$ cat config.mk
export PLATFORM = sky130hd
export DESIGN_NAME = sipo_drain_ctrl
export DESIGN_NICKNAME = d
export VERILOG_FILES = /design/src/rtl/sipo_drain_ctrl.sv
export SDC_FILE = /design/constraint.sdc
export NUM_CORES = 1
export LEC_CHECK = 0
export BUFFER_PORTS_ARGS = -buffer_cell sky130_fd_sc_hd__clkbuf_2
export CORE_ASPECT_RATIO = 1.75
export CORE_MARGIN = 8
export CORE_UTILIZATION = 45
export CTS_BUF_LIST = sky130_fd_sc_hd__clkbuf_8
export CTS_CLUSTER_DIAMETER = 80
export DETAILED_ROUTE_END_ITERATION = 8
export PLACE_DENSITY = 0.81
export SETUP_SLACK_MARGIN = 0.4
export SLEW_MARGIN = 30
export SYNTH_ARGS = -nofsm -noshare
export SYNTH_HDL_FRONTEND = slang
export SYNTH_SLANG_ARGS = --single-unit
$ cat constraint.sdc
create_clock -name m_axi4lite_clk -period 2.9 [get_ports m_axi4lite_clk]
set_input_delay 0.29 -clock m_axi4lite_clk [delete_from_list [all_inputs] [get_ports m_axi4lite_clk]]
set_output_delay 0.29 -clock m_axi4lite_clk [all_outputs]
set_load 0.02 [all_outputs]
$ cat src/rtl/sipo_drain_ctrl.sv
// rtl/sipo_drain_ctrl.sv - AXI4-Lite master that enables, polls and drains the sipo capture block
module sipo_drain_ctrl #(
    parameter int AXI4_ADDR_BITS = 32,
    parameter int AXI4_DATA_BITS = 32,
    parameter int AXI4_PROT_BITS = 3,
    parameter logic [AXI4_ADDR_BITS-1:0] BASE_ADDR = '0,
    parameter int POLL_GAP = 16
) (
    input  logic                        m_axi4lite_clk,
    input  logic                        m_axi4lite_rstn,
    input  logic                        start,
    input  logic                        stop,
    input  logic                        flush,
    output logic                        out_valid,
    output logic [AXI4_DATA_BITS-1:0]   out_data,
    input  logic                        out_ready,
    output logic                        busy,
    output logic                        err,
    output logic                        overflow,
    output logic [31:0]                 word_cnt,
    output logic                        m_axi4lite_aw_valid,
    input  logic                        m_axi4lite_aw_ready,
    output logic [AXI4_ADDR_BITS-1:0]   m_axi4lite_aw_addr,
    output logic [AXI4_PROT_BITS-1:0]   m_axi4lite_aw_prot,
    output logic                        m_axi4lite_w_valid,
    input  logic                        m_axi4lite_w_ready,
    output logic [AXI4_DATA_BITS-1:0]   m_axi4lite_w_data,
    output logic [AXI4_DATA_BITS/8-1:0] m_axi4lite_w_strb,
    input  logic                        m_axi4lite_b_valid,
    output logic                        m_axi4lite_b_ready,
    input  logic [1:0]                  m_axi4lite_b_resp,
    output logic                        m_axi4lite_ar_valid,
    input  logic                        m_axi4lite_ar_ready,
    output logic [AXI4_ADDR_BITS-1:0]   m_axi4lite_ar_addr,
    output logic [AXI4_PROT_BITS-1:0]   m_axi4lite_ar_prot,
    input  logic                        m_axi4lite_r_valid,
    output logic                        m_axi4lite_r_ready,
    input  logic [AXI4_DATA_BITS-1:0]   m_axi4lite_r_data,
    input  logic [1:0]                  m_axi4lite_r_resp
);
    localparam logic [AXI4_ADDR_BITS-1:0] ADDR_DATA = BASE_ADDR;
    localparam logic [AXI4_ADDR_BITS-1:0] ADDR_STAT = BASE_ADDR + AXI4_ADDR_BITS'(8);
    localparam logic [AXI4_ADDR_BITS-1:0] ADDR_CTRL = BASE_ADDR + AXI4_ADDR_BITS'(16);
    localparam logic [15:0] GAP_LOAD = 16'(POLL_GAP - 1);

    typedef enum logic [3:0] {
        S_IDLE, S_WR_REQ, S_WR_RESP, S_POLL_REQ, S_POLL_RESP,
        S_GAP, S_RD_REQ, S_RD_RESP, S_PUSH, S_ERR
    } state_t;

    state_t state, state_nxt, wret, wret_nxt;
    logic [1:0] wval, wval_nxt;
    logic wchain, wchain_nxt, flushing, flushing_nxt, stop_pend, stop_pend_nxt;
    logic [15:0] gap_cnt, gap_nxt;
    logic err_nxt, ovf_nxt, busy_nxt, out_valid_nxt;
    logic [AXI4_DATA_BITS-1:0] out_data_nxt, w_data_nxt;
    logic [31:0] word_cnt_nxt;
    logic aw_valid_nxt, w_valid_nxt, b_ready_nxt, ar_valid_nxt, r_ready_nxt;
    logic [AXI4_ADDR_BITS-1:0] aw_addr_nxt, ar_addr_nxt;
    logic in_busy;

    assign in_busy            = (state != S_IDLE) && (state != S_ERR);
    assign m_axi4lite_aw_prot = '0;
    assign m_axi4lite_ar_prot = '0;
    assign m_axi4lite_w_strb  = '1;

    always_ff @(posedge m_axi4lite_clk) begin
        if (!m_axi4lite_rstn) begin
            state               <= S_IDLE;
            wret                <= S_IDLE;
            wval                <= 2'b00;
            wchain              <= 1'b0;
            flushing            <= 1'b0;
            stop_pend           <= 1'b0;
            gap_cnt             <= '0;
            err                 <= 1'b0;
            overflow            <= 1'b0;
            busy                <= 1'b0;
            out_valid           <= 1'b0;
            out_data            <= '0;
            word_cnt            <= '0;
            m_axi4lite_aw_valid <= 1'b0;
            m_axi4lite_aw_addr  <= '0;
            m_axi4lite_w_valid  <= 1'b0;
            m_axi4lite_w_data   <= '0;
            m_axi4lite_b_ready  <= 1'b0;
            m_axi4lite_ar_valid <= 1'b0;
            m_axi4lite_ar_addr  <= '0;
            m_axi4lite_r_ready  <= 1'b0;
        end else begin
            state               <= state_nxt;
            wret                <= wret_nxt;
            wval                <= wval_nxt;
            wchain              <= wchain_nxt;
            flushing            <= flushing_nxt;
            stop_pend           <= stop_pend_nxt;
            gap_cnt             <= gap_nxt;
            err                 <= err_nxt;
            overflow            <= ovf_nxt;
            busy                <= busy_nxt;
            out_valid           <= out_valid_nxt;
            out_data            <= out_data_nxt;
            word_cnt            <= word_cnt_nxt;
            m_axi4lite_aw_valid <= aw_valid_nxt;
            m_axi4lite_aw_addr  <= aw_addr_nxt;
            m_axi4lite_w_valid  <= w_valid_nxt;
            m_axi4lite_w_data   <= w_data_nxt;
            m_axi4lite_b_ready  <= b_ready_nxt;
            m_axi4lite_ar_valid <= ar_valid_nxt;
            m_axi4lite_ar_addr  <= ar_addr_nxt;
            m_axi4lite_r_ready  <= r_ready_nxt;
        end
    end

    always_comb begin
        state_nxt     = state;
        wret_nxt      = wret;
        wval_nxt      = wval;
        wchain_nxt    = wchain;
        flushing_nxt  = flushing;
        stop_pend_nxt = stop_pend | (stop & in_busy);
        gap_nxt       = gap_cnt;
        err_nxt       = err;
        ovf_nxt       = overflow;
        out_data_nxt  = out_data;
        word_cnt_nxt  = word_cnt;
        aw_addr_nxt   = m_axi4lite_aw_addr;
        w_data_nxt    = m_axi4lite_w_data;
        ar_addr_nxt   = m_axi4lite_ar_addr;
        aw_valid_nxt  = m_axi4lite_aw_valid & ~m_axi4lite_aw_ready;
        w_valid_nxt   = m_axi4lite_w_valid & ~m_axi4lite_w_ready;

        case (state)
            S_IDLE, S_ERR: begin
                if (flush && state == S_IDLE) begin
                    wval_nxt     = 2'b01;
                    wret_nxt     = S_IDLE;
                    wchain_nxt   = 1'b1;
                    flushing_nxt = 1'b1;
                    state_nxt    = S_WR_REQ;
                end else if (start) begin
                    wval_nxt     = 2'b11;
                    wret_nxt     = S_POLL_REQ;
                    wchain_nxt   = 1'b0;
                    flushing_nxt = 1'b0;
                    state_nxt    = S_WR_REQ;
                    if (state == S_ERR) begin
                        err_nxt = 1'b0;
                        ovf_nxt = 1'b0;
                    end
                end
            end
            S_WR_REQ: begin
                if ((!m_axi4lite_aw_valid || m_axi4lite_aw_ready) &&
                    (!m_axi4lite_w_valid || m_axi4lite_w_ready))
                    state_nxt = S_WR_RESP;
            end
            S_WR_RESP: begin
                if (m_axi4lite_b_valid) begin
                    if (m_axi4lite_b_resp != 2'b00) begin
                        err_nxt   = 1'b1;
                        state_nxt = S_ERR;
                    end else if (wchain) begin
                        // Second half of a flush: release user reset, capture stays off
                        wval_nxt   = 2'b10;
                        wchain_nxt = 1'b0;
                        state_nxt  = S_WR_REQ;
                    end else begin
                        if (flushing) begin
                            ovf_nxt      = 1'b0;
                            flushing_nxt = 1'b0;
                        end
                        state_nxt = wret;
                    end
                end
            end
            S_POLL_REQ, S_RD_REQ: begin
                if (m_axi4lite_ar_ready)
                    state_nxt = (state == S_POLL_REQ) ? S_POLL_RESP : S_RD_RESP;
            end
            S_POLL_RESP: begin
                if (m_axi4lite_r_valid) begin
                    if (m_axi4lite_r_resp != 2'b00) begin
                        err_nxt   = 1'b1;
                        state_nxt = S_ERR;
                    end else begin
                        if (m_axi4lite_r_data[1])
                            ovf_nxt = 1'b1;
                        state_nxt = m_axi4lite_r_data[0] ? S_GAP : S_RD_REQ;
                    end
                end
            end
            S_GAP: begin
                if (gap_cnt == 16'd0)
                    state_nxt = S_POLL_REQ;
                else
                    gap_nxt = gap_cnt - 16'd1;
            end
            S_RD_RESP: begin
                if (m_axi4lite_r_valid) begin
                    if (m_axi4lite_r_resp != 2'b00) begin
                        err_nxt   = 1'b1;
                        state_nxt = S_ERR;
                    end else begin
                        out_data_nxt = m_axi4lite_r_data;
                        state_nxt    = S_PUSH;
                    end
                end
            end
            S_PUSH: begin
                if (out_ready) begin
                    word_cnt_nxt = word_cnt + 32'd1;
                    state_nxt    = S_POLL_REQ;
                end
            end
            default: state_nxt = S_IDLE;
        endcase

        // A pending stop only diverts transitions between transactions
        if (state_nxt != state && (state_nxt == S_POLL_REQ || state_nxt == S_GAP) &&
            (stop_pend || stop)) begin
            wval_nxt      = 2'b10;
            wret_nxt      = S_IDLE;
            wchain_nxt    = 1'b0;
            stop_pend_nxt = 1'b0;
            state_nxt     = S_WR_REQ;
        end
        if (state_nxt == S_IDLE || state_nxt == S_ERR)
            stop_pend_nxt = 1'b0;

        if (state_nxt != state) begin
            case (state_nxt)
                S_WR_REQ: begin
                    aw_valid_nxt = 1'b1;
                    w_valid_nxt  = 1'b1;
                    aw_addr_nxt  = ADDR_CTRL;
                    w_data_nxt   = AXI4_DATA_BITS'(wval_nxt);
                end
                S_POLL_REQ: ar_addr_nxt = ADDR_STAT;
                S_RD_REQ:   ar_addr_nxt = ADDR_DATA;
                S_GAP:      gap_nxt = GAP_LOAD;
                default: ;
            endcase
        end

        ar_valid_nxt  = (state_nxt == S_POLL_REQ) || (state_nxt == S_RD_REQ);
        r_ready_nxt   = (state_nxt == S_POLL_RESP) || (state_nxt == S_RD_RESP);
        b_ready_nxt   = (state_nxt == S_WR_RESP);
        out_valid_nxt = (state_nxt == S_PUSH);
        busy_nxt      = (state_nxt != S_IDLE) && (state_nxt != S_ERR);
    end
endmodule

==> impl_metrics.toml, run 1 <==
[power_and_ir_drop]
power_leakage_nw = 2.823
intPower_w = 0.002477
vdd_drop_max_v = 0.0004755
p_clk_frac = 0.211
seqPwrFrac = 0.390
powerDensity_nw_per_um2 = 622.4
power_w = 0.004036
combPwrFrac = 0.399
swShare = 0.3863
switchingPower_w = 0.001559

[worst_setup_path]
crit_path_end_kind = "flop"
reg2reg_to = "m_axi4lite_w_data[1]"
critPathMaxFanout = 5
crit_required_ns = 3.16
critPathKind = "flop to flop"
start_kind = "flop"
rr_worst_depth = 7
worstPathArrival_ns = 3.23
reg2reg_from = "gap_cnt[11]"
rrSetupSlack_ns = -0.06

[detailed_routing]
viasPerCell = 5.143
drcViolationCount = 0
vias = 4973
wirelength_microns = 15000
detail-route-antenna-nets = 0
drt-initial-drc-count = 220
wl_per_cell_microns = 15.51
drtPass1Iterations = 5

[clock_tree]
h-tree-depth = 3
clk_latency_ns = 0.37
cts_buffers = 9
clk_pin_slew_ns = 0.11
cts-root-buf = "clkbuf_8"
cts.path.max_buffers = 2
hold_buffers = 0
clock_sinks = 102
cts_tree = "yes"

[global_route]
grt_pass1_wl_microns = 22630
track_usage = 0.1730
grt_max_degree = 73
grt_pass1_vias = 4809
antenna_found_initial = 0
overflow = 0

[placed_design]
io_buffer_count = 123
globalplace.congestion = 0.9281
dp_slack_ns = -0.02184
dp.final_hpwl_microns = 11130

[layout]
nFillCells = 1079
syn2layout_area_growth_pct = 19.53
drive_gt1_frac = 0.2795
diodes = 0
fin_nets = 875

[synth]
synth_top_family_by_area = "simple AND/OR/NAND/NOR gates"
synthAdderAreaFrac = 0.006458
synth_edf_count = 0
yosys_warnings = 0
synth-main-ff-cell = "dfxtp_1"
async_flop_share = 0
synth_mux_area_frac = 0.004613
synthCells = 675
synth-simple-area-share = 0.2429
synth_cell_type_count = 65
synth-seq-cells = 102
ys_seq_area_frac = 0.3764
syn-cell-area_sq_um = 5425
avgSynthCellArea_sq_um = 8.037
synth-xor-area-share = 0.06942
synth_compound_area_frac = 0.1275

[sta]
period_needed_ns = 2.964
period_share = 1.022
slew_headroom = 0.2603
finalSetupViolations = 1
final_hold_viol_count = 0
fmax_ghz = 0.3373
maxSlewViolCount = 0
rsz0062_at_grt = "true"
tightest_slew_ns = 1.092
fin_worst_skew_ns = 0.01643
layout_setup_ws_ns = -0.06438

[run_status]
status = "complete, but fails checks"
failed_checks = "setup timing"

[job]
maxCapViolations = 0

[floorplanning]
coreArea_sq_um = 11870
die_w_microns = 99
dieArea_sq_um = 15960
die_y_microns = 161.3
start_util = 0.4570
rows = 53
ios = 226

[hold_path]
worstHoldEndpoint = "out_data[13]"
hp-start = "m_axi4lite_r_data[13]"
hold_class = "primary input to flop"
whs_path_depth = 3
-- cells in the final DEF (no fill, tap or decap), types with 3 or more instances in the layout --
cell	netlist	final
a21boi_0	3	3
a21oi_1	55	52
a21oi_2	0	3
and2_1	7	7
and3_1	9	9
and4_1	4	4
buf_4	102	38
buf_6	1	7
clkbuf_2	0	123
clkbuf_8	0	9
conb_1	2	102
dfxtp_1	102	96
dfxtp_2	0	6
inv_1	13	13
nand2_1	98	97
nand2b_1	8	8
nand3_1	17	17
nand3b_1	4	4
nand4_1	9	9
nor2_1	57	54
nor2b_1	5	5
nor3_1	11	10
nor3b_1	5	3
nor4_1	5	4
o21a_1	3	3
o21ai_0	22	17
o21ai_1	1	3
or3_1	11	10
or4_4	2	5
xnor2_1	22	20
xor2_1	21	20
-- timing repair --
item                                    CTS  global route
setup buffers                             3             3
pin swaps                                 4            16
endpoints found under the setup margin   33            34
resized for setup                        15            33
cloned                                    0             1
-- flip-flops by register name, indices dropped and copies added (netlist names) --
register and count:
m_axi4lite_w_valid 1, wret 1, flushing 1, gap_cnt 16
wval 1, out_valid 1, m_axi4lite_ar_valid 1, m_axi4lite_aw_addr 1
m_axi4lite_w_data 2, m_axi4lite_aw_valid 1, busy 1, overflow 1
word_cnt 32, stop_pend 1, state 4, m_axi4lite_r_ready 1
m_axi4lite_ar_addr 1, m_axi4lite_b_ready 1, out_data 32, err 1
wchain 1
-- metal layers --
metal / share of wire / global-route usage / vias to the layer above
li1: - / - / 2384
met4: 0.050 / 0.1181 / 0
met5: 0 / 0 / -
met1: 0.35 / 0.1594 / 2298
met3: 0.077 / 0.04612 / 45
met2: 0.52 / 0.3203 / 246
-- through the flow --
stage / util / area [sq um] / TNS, ns / hold slack, ns / std cells
after floorplan: - / 5827 / -0.1110 / 0.4260 / 775
final: 0.5463 / 6485 / -0.06438 / 0.1273 / 967
after global placement: 0.5075 / 6025 / -0.01265 / 0.4409 / 945
after global routing: 0.5463 / 6485 / -0.2068 / 0.1096 / 967
after CTS: 0.5304 / 6296 / 0 / 0.1017 / 963
after detailed placement: 0.5076 / 6026 / -0.02184 / 0.4460 / 945
-- power by group through the flow --
stage          logic, W  clock network, W  registers (W)
2_1_floorplan  0.000943                 0        0.00163
3_3_place_gp    0.00128                 0        0.00160
3_5_place_dp    0.00130                 0        0.00160
4_1_cts         0.00138          0.000881        0.00157
5_1_grt         0.00171          0.000943        0.00159
6_report        0.00161          0.000850        0.00158
-- Yosys cell counts (3+ instances only) --
| library cell | instances | share of area |
|---|---|---|
| nor4_1 | 5 | 0.0058 |
| o21a_1 | 3 | 0.0042 |
| nor3_1 | 11 | 0.010 |
| xnor2_1 | 22 | 0.036 |
| a21boi_0 | 3 | 0.0042 |
| and4_1 | 4 | 0.0065 |
| nor3b_1 | 5 | 0.0069 |
| nor2_1 | 57 | 0.039 |
| a21oi_1 | 55 | 0.051 |
| or3_1 | 11 | 0.013 |
| dfxtp_1 | 102 | 0.38 |
| inv_1 | 13 | 0.0090 |
| and2_1 | 7 | 0.0081 |
| nand2_1 | 98 | 0.068 |
| a221oi_1 | 3 | 0.0048 |
| nor2b_1 | 5 | 0.0058 |
| nand3b_1 | 4 | 0.0055 |
| xor2_1 | 21 | 0.034 |
| buf_4 | 102 | 0.14 |
| nand4_1 | 9 | 0.010 |
| nand2b_1 | 8 | 0.0092 |
| or4_1 | 5 | 0.0069 |
| and3_1 | 9 | 0.010 |
| o21ai_0 | 22 | 0.020 |
| clkbuf_1 | 24 | 0.017 |
| nand3_1 | 17 | 0.016 |
-- critical path: stages (launching register included) --
cell	delay (ns)
dfxtp_2	0.34
or4_4	0.54
or4_4	0.53
or4_4	0.44
or3b_4	0.31
o21ai_4	0.10
a311oi_4	0.28
mux2_4	0.33
-- layout make-up --
class	count	area, sq um	area share
Clock inverter	6	53.80	0.008296
Clock buffer	9	123.9	0.01910
Tap cell	137	171.4	0.02643
Inverter	14	52.55	0.008103
Timing Repair Buffer	168	979.7	0.1511
Multi-Input combinational cell	531	3054	0.4710
Sequential cell	102	2049	0.3160
-- worst max path at each step --
stage	end	cells past startpoint	slack (ns)	start
after global placement	m_axi4lite_w_data[1]	7	-0.01	gap_cnt[11]
after CTS	m_axi4lite_w_data[1]	7	0.06	gap_cnt[6]
after detailed placement	m_axi4lite_w_data[1]	7	-0.02	gap_cnt[11]
final	m_axi4lite_w_data[1]	7	-0.06	gap_cnt[11]
after global routing	m_axi4lite_w_data[1]	7	-0.10	gap_cnt[11]
after floorplan	m_axi4lite_w_data[1]	9	-0.11	gap_cnt[6]
-- kinds of logic (layout without fill, tap and decap cells) --
| logic type | count (synthesis) | count (layout) |
|---|---|---|
| buf+inv | 143 | 197 |
| other cells | 2 | 102 |
| compound gates | 112 | 113 |
| mux | 2 | 2 |
| fa+ha+maj | 3 | 3 |
| flops | 102 | 102 |
| xor+xnor | 43 | 43 |
| simple gates | 268 | 268 |
No activity file was read; power rests on OpenSTA's default activity.
==> run 2, diff against run 1 <==
--- a/config.mk
+++ b/config.mk
@@ -12,7 +12,7 @@
 export CTS_BUF_LIST = sky130_fd_sc_hd__clkbuf_8
 export CTS_CLUSTER_DIAMETER = 80
 export DETAILED_ROUTE_END_ITERATION = 8
-export PLACE_DENSITY = 0.81
+export PLACE_DENSITY_LB_ADDON = 0.08
 export SETUP_SLACK_MARGIN = 0.4
 export SLEW_MARGIN = 30
 export SYNTH_ARGS = -nofsm -noshare
==> impl_metrics.toml, run 2 (synthesized netlist as in run 1, its figures left out) <==
[run_status]
status = "complete, but fails checks"
failed_checks = "setup timing"

[clock_tree]
cts_buffers = 9
hold_buffers = 0
cts-root-buf = "clkbuf_8"
cts_tree = "yes"
cts.path.max_buffers = 2
clk_pin_slew_ns = 0.11
clk_latency_ns = 0.36
h-tree-depth = 3
clock_sinks = 102

[floorplanning]
die_y_microns = 161.3
ios = 226
die_w_microns = 99
dieArea_sq_um = 15960
rows = 53
start_util = 0.4570
coreArea_sq_um = 11870

[layout]
fin_nets = 879
final_cell_mix = "clkbuf_2 (123), conb_1 (102), nand2_1 (98)"
mostFrequentLayoutCell = "clkbuf_2"
reg.largest.list = "out_data (32), word_cnt (32), gap_cnt (16)"
final_core_util = 0.5476
drive_gt1_frac = 0.2862
diodes = 0
multi_input_area_sq_um = 3009
nFillCells = 1174
syn2layout_area_growth_pct = 19.81
seq_area_sq_um = 2049
final_cells = 972

[global_route]
grt_pass1_wl_microns = 23780
overflow = 0
track_usage = 0.1847
grt_max_degree = 54
grt_pass1_vias = 4817
antenna_found_initial = 0

[worst_setup_path]
critPathKind = "flop to flop"
critPathMaxFanout = 3
crit_path_end_kind = "flop"
start_kind = "flop"
worstPathArrival_ns = 3.17
crit_required_ns = 3.16

[job]
maxCapViolations = 0

[sta]
maxSlewViolCount = 0
fmax_ghz = 0.3438
period_share = 1.003
tightest_slew_ns = 0.5972
rsz0062_at_grt = "true"
period_needed_ns = 2.909
finalSetupViolations = 1
slew_headroom = 0.5968
fin_worst_skew_ns = 0.01241
final_hold_viol_count = 0
layout_setup_ws_ns = -0.008777
fin_hold_ws_ns = 0.1308

[detailed_routing]
drtPass1Iterations = 5
vias = 4869
wl_per_cell_microns = 15.75
wirelength_microns = 15310
detail-route-antenna-nets = 0
drt-initial-drc-count = 165
drcViolationCount = 0
viasPerCell = 5.009

[hold_path]
hold_class = "primary input to flop"

[placed_design]
place_inst = 951
io_buffer_count = 123
globalplace.congestion = 0.9195
dp.final_hpwl_microns = 12060

[power_and_ir_drop]
combPwrFrac = 0.377
powerDensity_nw_per_um2 = 619.1
intPower_w = 0.002535
power_leakage_nw = 2.836
swShare = 0.3700
vdd_drop_max_v = 0.0004454
switchingPower_w = 0.001489
seqPwrFrac = 0.392
p_clk_frac = 0.232
[run 2: metal layers]
layer	vias to the layer above	global-route usage	share of wire
li1	2384	-	-
met1	2290	0.1731	0.35
met2	168	0.3573	0.55
met3	27	0.04828	0.070
met4	0	0.08433	0.030
met5	-	0	0
[run 2: critical path: stages (launching register included)]
cell and delay, ns:
dfxtp_2 0.33, or4_4 0.53, or4_4 0.45, or4_4 0.51, or3b_4 0.28, o21ai_2 0.08, a311oi_4 0.32, mux2_4 0.32
[run 2: layout make-up]
class	instances	area share
Clock buffer	9	0.01906
Clock inverter	7	0.01232
Inverter	14	0.008085
Multi-Input combinational cell	530	0.4629
Sequential cell	102	0.3153
Tap cell	137	0.02637
Timing Repair Buffer	173	0.1559
[run 2: final timing paths]
kind | start | endpoint | slack, ns | cells after the start
worst max-delay path | gap_cnt[6] | m_axi4lite_w_data[1] | -0.009 | 7
worst min-delay path | m_axi4lite_r_data[3] | out_data[3] | 0.13 | 3
worst max register to register | gap_cnt[6] | m_axi4lite_w_data[1] | -0.009 | 7
worst min register to register | out_data[8] | out_data[8] | 0.46 | 2
[run 2: repair_timing]
action	4_1_cts	5_1_grt
pin swaps	7	4
resized for setup	21	28
setup buffers	1	3
setup endpoints to repair	34	35
cloned	1	0
[run 2: per-stage QoR]
step | setup TNS (ns) | cell area, sq um | power, W | worst slack [ns]
detailed placement | -0.2907 | 6071 | 0.002885 | -0.1229
CTS | -0.003780 | 6364 | 0.003905 | -0.003780
floorplan | -0.1110 | 5827 | 0.002571 | -0.1110
global placement | -0.2619 | 6070 | 0.002880 | -0.1199
global route | -0.1311 | 6500 | 0.004255 | -0.05663
finish | -0.008777 | 6500 | 0.004024 | -0.008777
[run 2: power groups by stage]
stage | logic (W) | clock network, W | registers (W)
after floorplan | 0.000943 | 0 | 0.00163
after global placement | 0.00128 | 0 | 0.00160
after detailed placement | 0.00128 | 0 | 0.00160
after CTS | 0.00136 | 0.000971 | 0.00157
after global routing | 0.00164 | 0.00103 | 0.00159
final | 0.00152 | 0.000933 | 0.00158
